<file path="src/rtl/fp_compare_pipe.sv">
// Pipelined compare of two FloPoCo floats with six predicates, NaN flagging and valid/ready flow control.
// Define FPCMP_MINMAX_EN to add pipelined min_out/max_out ports.
module fp_compare_pipe #(
  parameter int WE     = 11,
  parameter int WF     = 22,
  parameter int STAGES = 2
) (
  input  logic                clk,
  input  logic                rst,
  input  logic                in_valid,
  output logic                in_ready,
  input  logic [WE+WF+2:0]    inA,
  input  logic [WE+WF+2:0]    inB,
  input  logic [2:0]          op,
  output logic                out_valid,
  input  logic                out_ready,
  output logic                result,
  output logic                unordered
`ifdef FPCMP_MINMAX_EN
  ,
  output logic [WE+WF+2:0]    min_out,
  output logic [WE+WF+2:0]    max_out
`endif
);

  localparam int W  = WE + WF + 3;
  localparam int MW = WE + WF + 2;

  logic [1:0]    exc_a, exc_b;
  logic          nan_a, nan_b, neg_a, neg_b;
  logic [MW-1:0] mag_a, mag_b;
  logic          lt, eq;
  logic          res_d, unord_d;
  logic          stall;

  logic          v_q [STAGES];
  logic          r_q [STAGES];
  logic          u_q [STAGES];

  assign exc_a = inA[W-1 -: 2];
  assign exc_b = inB[W-1 -: 2];
  assign nan_a = (exc_a == 2'b11);
  assign nan_b = (exc_b == 2'b11);
  // Zeros collapse to one magnitude and never count as negative, so +0 == -0.
  assign neg_a = inA[WE+WF] & (exc_a != 2'b00);
  assign neg_b = inB[WE+WF] & (exc_b != 2'b00);
  assign mag_a = (exc_a == 2'b00) ? '0 : {exc_a, inA[WE+WF-1:0]};
  assign mag_b = (exc_b == 2'b00) ? '0 : {exc_b, inB[WE+WF-1:0]};

  assign eq = (neg_a == neg_b) && (mag_a == mag_b);
  assign lt = (neg_a != neg_b) ? neg_a : (neg_a ? (mag_a > mag_b) : (mag_a < mag_b));

  always_comb begin
    res_d   = 1'b0;
    unord_d = nan_a | nan_b;
    if (unord_d) begin
      res_d = (op == 3'b001);
    end else begin
      case (op)
        3'b000:  res_d = eq;
        3'b001:  res_d = ~eq;
        3'b010:  res_d = lt;
        3'b011:  res_d = lt | eq;
        3'b100:  res_d = ~(lt | eq);
        3'b101:  res_d = ~lt;
        default: res_d = 1'b0;
      endcase
    end
  end

  assign stall     = v_q[STAGES-1] & ~out_ready;
  assign in_ready  = ~stall;
  assign out_valid = v_q[STAGES-1];
  assign result    = r_q[STAGES-1];
  assign unordered = u_q[STAGES-1];

  always_ff @(posedge clk or posedge rst) begin
    if (rst) begin
      for (int s = 0; s < STAGES; s++) begin
        v_q[s] <= 1'b0;
        r_q[s] <= 1'b0;
        u_q[s] <= 1'b0;
      end
    end else if (!stall) begin
      v_q[0] <= in_valid;
      r_q[0] <= res_d;
      u_q[0] <= unord_d;
      for (int s = 1; s < STAGES; s++) begin
        v_q[s] <= v_q[s-1];
        r_q[s] <= r_q[s-1];
        u_q[s] <= u_q[s-1];
      end
    end
  end

`ifdef FPCMP_MINMAX_EN
  logic [W-1:0] min_d, max_d;
  logic [W-1:0] mn_q [STAGES];
  logic [W-1:0] mx_q [STAGES];

  always_comb begin
    min_d = inA;
    max_d = inA;
    if (nan_a && nan_b) begin
      min_d = inA;
      max_d = inA;
    end else if (nan_a) begin
      min_d = inB;
      max_d = inB;
    end else if (nan_b) begin
      min_d = inA;
      max_d = inA;
    end else if (exc_a == 2'b00 && exc_b == 2'b00) begin
      // Signed-zero tie: the negative zero is the minimum.
      min_d = inA[WE+WF] ? inA : inB;
      max_d = inA[WE+WF] ? inB : inA;
    end else if (lt) begin
      min_d = inA;
      max_d = inB;
    end else begin
      min_d = inB;
      max_d = inA;
    end
  end

  always_ff @(posedge clk or posedge rst) begin
    if (rst) begin
      for (int s = 0; s < STAGES; s++) begin
        mn_q[s] <= '0;
        mx_q[s] <= '0;
      end
    end else if (!stall) begin
      mn_q[0] <= min_d;
      mx_q[0] <= max_d;
      for (int s = 1; s < STAGES; s++) begin
        mn_q[s] <= mn_q[s-1];
        mx_q[s] <= mx_q[s-1];
      end
    end
  end

  assign min_out = mn_q[STAGES-1];
  assign max_out = mx_q[STAGES-1];
`endif

endmodule
</file>
<file path="config.mk">
export PLATFORM = sky130hd
export DESIGN_NAME = fp_compare_pipe
export DESIGN_NICKNAME = d
export VERILOG_FILES = /design/src/rtl/fp_compare_pipe.sv
export SDC_FILE = /design/constraint.sdc
export NUM_CORES = 1
export LEC_CHECK = 0
export ABC_AREA = 1
export BUFFER_PORTS_ARGS = -buffer_cell sky130_fd_sc_hd__buf_2
export CAP_MARGIN = 25
export CORE_MARGIN = 2
export CORE_UTILIZATION = 35
export CTS_BUF_LIST = sky130_fd_sc_hd__clkbuf_2
export DETAILED_ROUTE_END_ITERATION = 10
export PLACE_DENSITY_LB_ADDON = 0.3
export SLEW_MARGIN = 15
export SYNTH_ARGS = -nofsm -noshare
export SYNTH_HDL_FRONTEND = slang
export SYNTH_SLANG_ARGS = --single-unit
export TNS_END_PERCENT = 100
</file>
<file path="constraint.sdc">
create_clock -name clk -period 1.09 [get_ports clk]
set_input_delay 0.109 -clock clk [delete_from_list [all_inputs] [get_ports clk]]
set_output_delay 0.109 -clock clk [all_outputs]
set_load 0.05 [all_outputs]
</file>
==> metrics.yaml <==
synth:
  synthesis.nets: 422
  synth_area_sq_um: 1700
  ys_ff_latch: 6
  yosysTopAreaCellShare_pct: 25.8
  synth_cell_types: 26
  yosysSeqAreaShare_pct: 8.86
  netlist_instances: 308
  synth_top_area_cell: "ha_1"
  synth_area_leaders: "ha_1, nand2_1, inv_1, nor2_1, dfrtp_1"
  yosys_warnings: 0
  syn_avg_cell_area_sq_um: 5.50
power:
  powerDensity_nw_per_um2: 614
  p_leak_nw: 1.59
  vdd_drop_max_mv: 0.697
run:
  maxCapViolations: 0
layout:
  n_antenna_cell: 0
  drive_gt1_share_pct: 31.0
  syn2layout_area_growth_pct: 43.8
  finalInstanceArea_sq_um: 2440
  layout.cells.non_filler: 461
  n_fill_cell: 511
  final_nets: 522
critical_path:
  crit_family: "simple AND/OR/NAND/NOR gates"
  crit_chain: "buf_2, nor2_4, buf_12, nor2_1, ha_1, nand2_1, nor2_1, nand2_2, nor4_4, nand3b_1, nand2_1, o21ai_1, inv_1, nand2_1, nor2_1, nand2_1, nand2_1, a21oi_2"
  required_ps: 1190
  slowest_delay_ps: 290
  cp-start-kind: "input pin"
  cp_max_fo: 13
  worst-path-buf-inv: 3
  crit_top_cell: "nand2_1"
  crit_type: "input pin to register"
  cp-end-kind: "register"
  cp_slowest_cell: "ha_1"
  worstPathArrival_ps: 2120
floorplan:
  placementRows: 25
  core_area_sq_um: 4690
  die_h_um: 73.6
  start_util_pct: 36.1
  die_area_sq_um: 5420
  dieWidth_um: 73.6
  io_pins: 83
sta:
  max_freq_mhz: 494
  finalHoldViolCount: 0
  post-route-min-period_ps: 2020
  setup_violations: 1
  fin_setup_tns_ps: -933
  post-route-period-util_pct: 186
  relSlewSlack_pct: 80.5
  setup_ws_ps: -933
  rsz0062_at_grt: "yes"
  fin_skew_ps: 17.2
  slew_violations: 0
  worst_pin_slew_ps: 290
drt:
  wire_per_inst_um: 9.40
  vias: 2001
  postRouteAntennaNets: 0
  drt_pass1_iterations: 4
  drtIter0Drc: 34
  drc: 0
  wirelength_um: 4330
  vias_per_cell: 4.34
global_routing:
  grt_pass1_wl_um: 6970
  met2_usage_pct: 30.5
  grt_pass1_vias: 1831
  antenna_found_initial: 0
  track_usage_pct: 15.7
  grtUsageMet3_pct: 1.23
  busiest_layer: "met2"
  grt_max_degree: 20
  grt_overflow: 0
  use_met1_pct: 18.6
clock_tree:
  clkSinkCount: 6
  clk_latency_ps: 230
  cts_root_buffer: "clkbuf_2"
  cts_inserted_buffers: 3
  cts_buffer_depth: 2
  cts_tree: "done"
  htreeDepth: 1
  clkSlewWorstSetupHoldPaths_ps: 80
place:
  dp_hpwl_um: 3460
  globalplace.congestion: 0.778
  io_buffers: 82
  place_area_sq_um: 2310
  place_inst: 451
worst_hold_path:
  hold_class: "input pin to register"
outcome:
  outcome: "finished, violations left"
  failed_checks: "setup timing"
-- sequential cells by signal, summed over array words and instances, names as in the netlist --
name	cells
out_valid	1
r_q	1
result	1
u_q	1
unordered	1
v_q	1
-- synth_stat cells --
master    number
nand2_1       99
inv_1         63
nor2_1        51
ha_1          35
a21oi_1       13
nand3_1        8
dfrtp_1        6
clkbuf_1       5
o21ai_0        4
buf_1          3
nand2_2        3
a21o_1         2
nor2_4         2
nor3_1         2
a21boi_1       1
a21oi_2        1
clkinv_1       1
inv_2          1
nand3_2        1
nand3b_1       1
nand4_1        1
nor2_2         1
nor4_2         1
o21ai_1        1
o22ai_1        1
xnor2_1        1
-- final timing paths --
check | startpoint | endpoint | slack (ps) | depth (start not counted)
max reg2reg | out_valid | r_q[1] | 70 | 6
max | inA[34] | r_q[1] | -930 | 18
min in group asynchronous | rst | v_q[1] | 360 | 3
min reg2reg | v_q[1] | out_valid | 470 | 2
max in group asynchronous | rst | r_q[1] | 520 | 3
min | in_valid | v_q[1] | 110 | 3
-- final cells by class --
class,instances,area [sq um],area share (%)
multi-input combinational,229,1310,53.7
clock buffer,4,20.0,0.821
inverter,65,251,10.3
tap,54,67.6,2.77
timing repair buffer,103,638,26.2
sequential,6,151,6.21
-- power by group --
part / internal (mW) / switching, mW / total [mW]
Combinational: 0.455 / 0.573 / 1.03
Sequential: 0.264 / 0.0194 / 0.283
Clock: 0.0974 / 0.0873 / 0.185
-- metal layers --
| layer | vias to the layer above | share of wire [%] | routed length (um) |
|---|---|---|---|
| met2 | 45 | 48 | 2070 |
| li1 | 1132 | - | - |
| met3 | 4 | 4.8 | 207 |
| met5 | - | 0 | 0 |
| met1 | 820 | 47 | 2030 |
| met4 | 0 | 0.48 | 21 |
-- worst register-to-register path, delay by kind of cell (launching register included) --
family / cells / cell delay (ps)
AND/OR/NAND/NOR: 2 / 240
flip-flops: 1 / 360
AO/OA/AOI/OAI: 1 / 40
buffers and inverters: 3 / 260
-- timing repair --
item	CTS	global route
resized for setup	12	2
endpoints found under the hold margin	6	0
endpoints found under the setup margin	2	2
hold buffers	1	0
buffers inserted	4	0
pin swaps	7	5
cloned	1	0
-- cells in the final DEF, fill, tap and decap left out, drive strengths merged --
| master | synthesis | final |
|---|---|---|
| ha | 35 | 35 |
| xnor2 | 1 | 1 |
| clkinv | 1 | 1 |
| nand2 | 102 | 102 |
| nor4 | 1 | 1 |
| inv | 64 | 64 |
| a21boi | 1 | 1 |
| dfrtp | 6 | 6 |
| nand4 | 1 | 1 |
| nor3 | 2 | 2 |
| dlygate4sd3 | 0 | 1 |
| o21ai | 5 | 5 |
| buf | 3 | 102 |
| o22ai | 1 | 1 |
| a21o | 2 | 2 |
| clkbuf | 5 | 4 |
| a21oi | 14 | 14 |
| nand3b | 1 | 1 |
| nor2 | 54 | 54 |
| nand3 | 9 | 9 |
-- kinds of logic (layout without fill, tap and decap cells) --
logic type / after synthesis / in the layout / synth area share, %
AND/OR/NAND/NOR: 170 / 170 / 41.1
buffers and inverters: 73 / 172 / 16.2
adder cells (fa/ha/maj): 35 / 35 / 25.8
AO/OA/AOI/OAI: 23 / 23 / 7.53
flip-flops: 6 / 6 / 8.86
XOR/XNOR: 1 / 1 / 0.517
-- metrics by stage --
stage	setup slack [ps]	hold WS (ps)	util, %	power, mW
after floorplan	-841	-100	-	0.924
after global placement	-1130	32.1	49.2	1.24
after detailed placement	-1170	32.9	49.2	1.25
after CTS	-927	95.7	51.8	1.50
after global routing	-1080	98.0	52.0	1.67
final	-933	108	52.0	1.50
No activity file was read; power rests on OpenSTA's default activity.
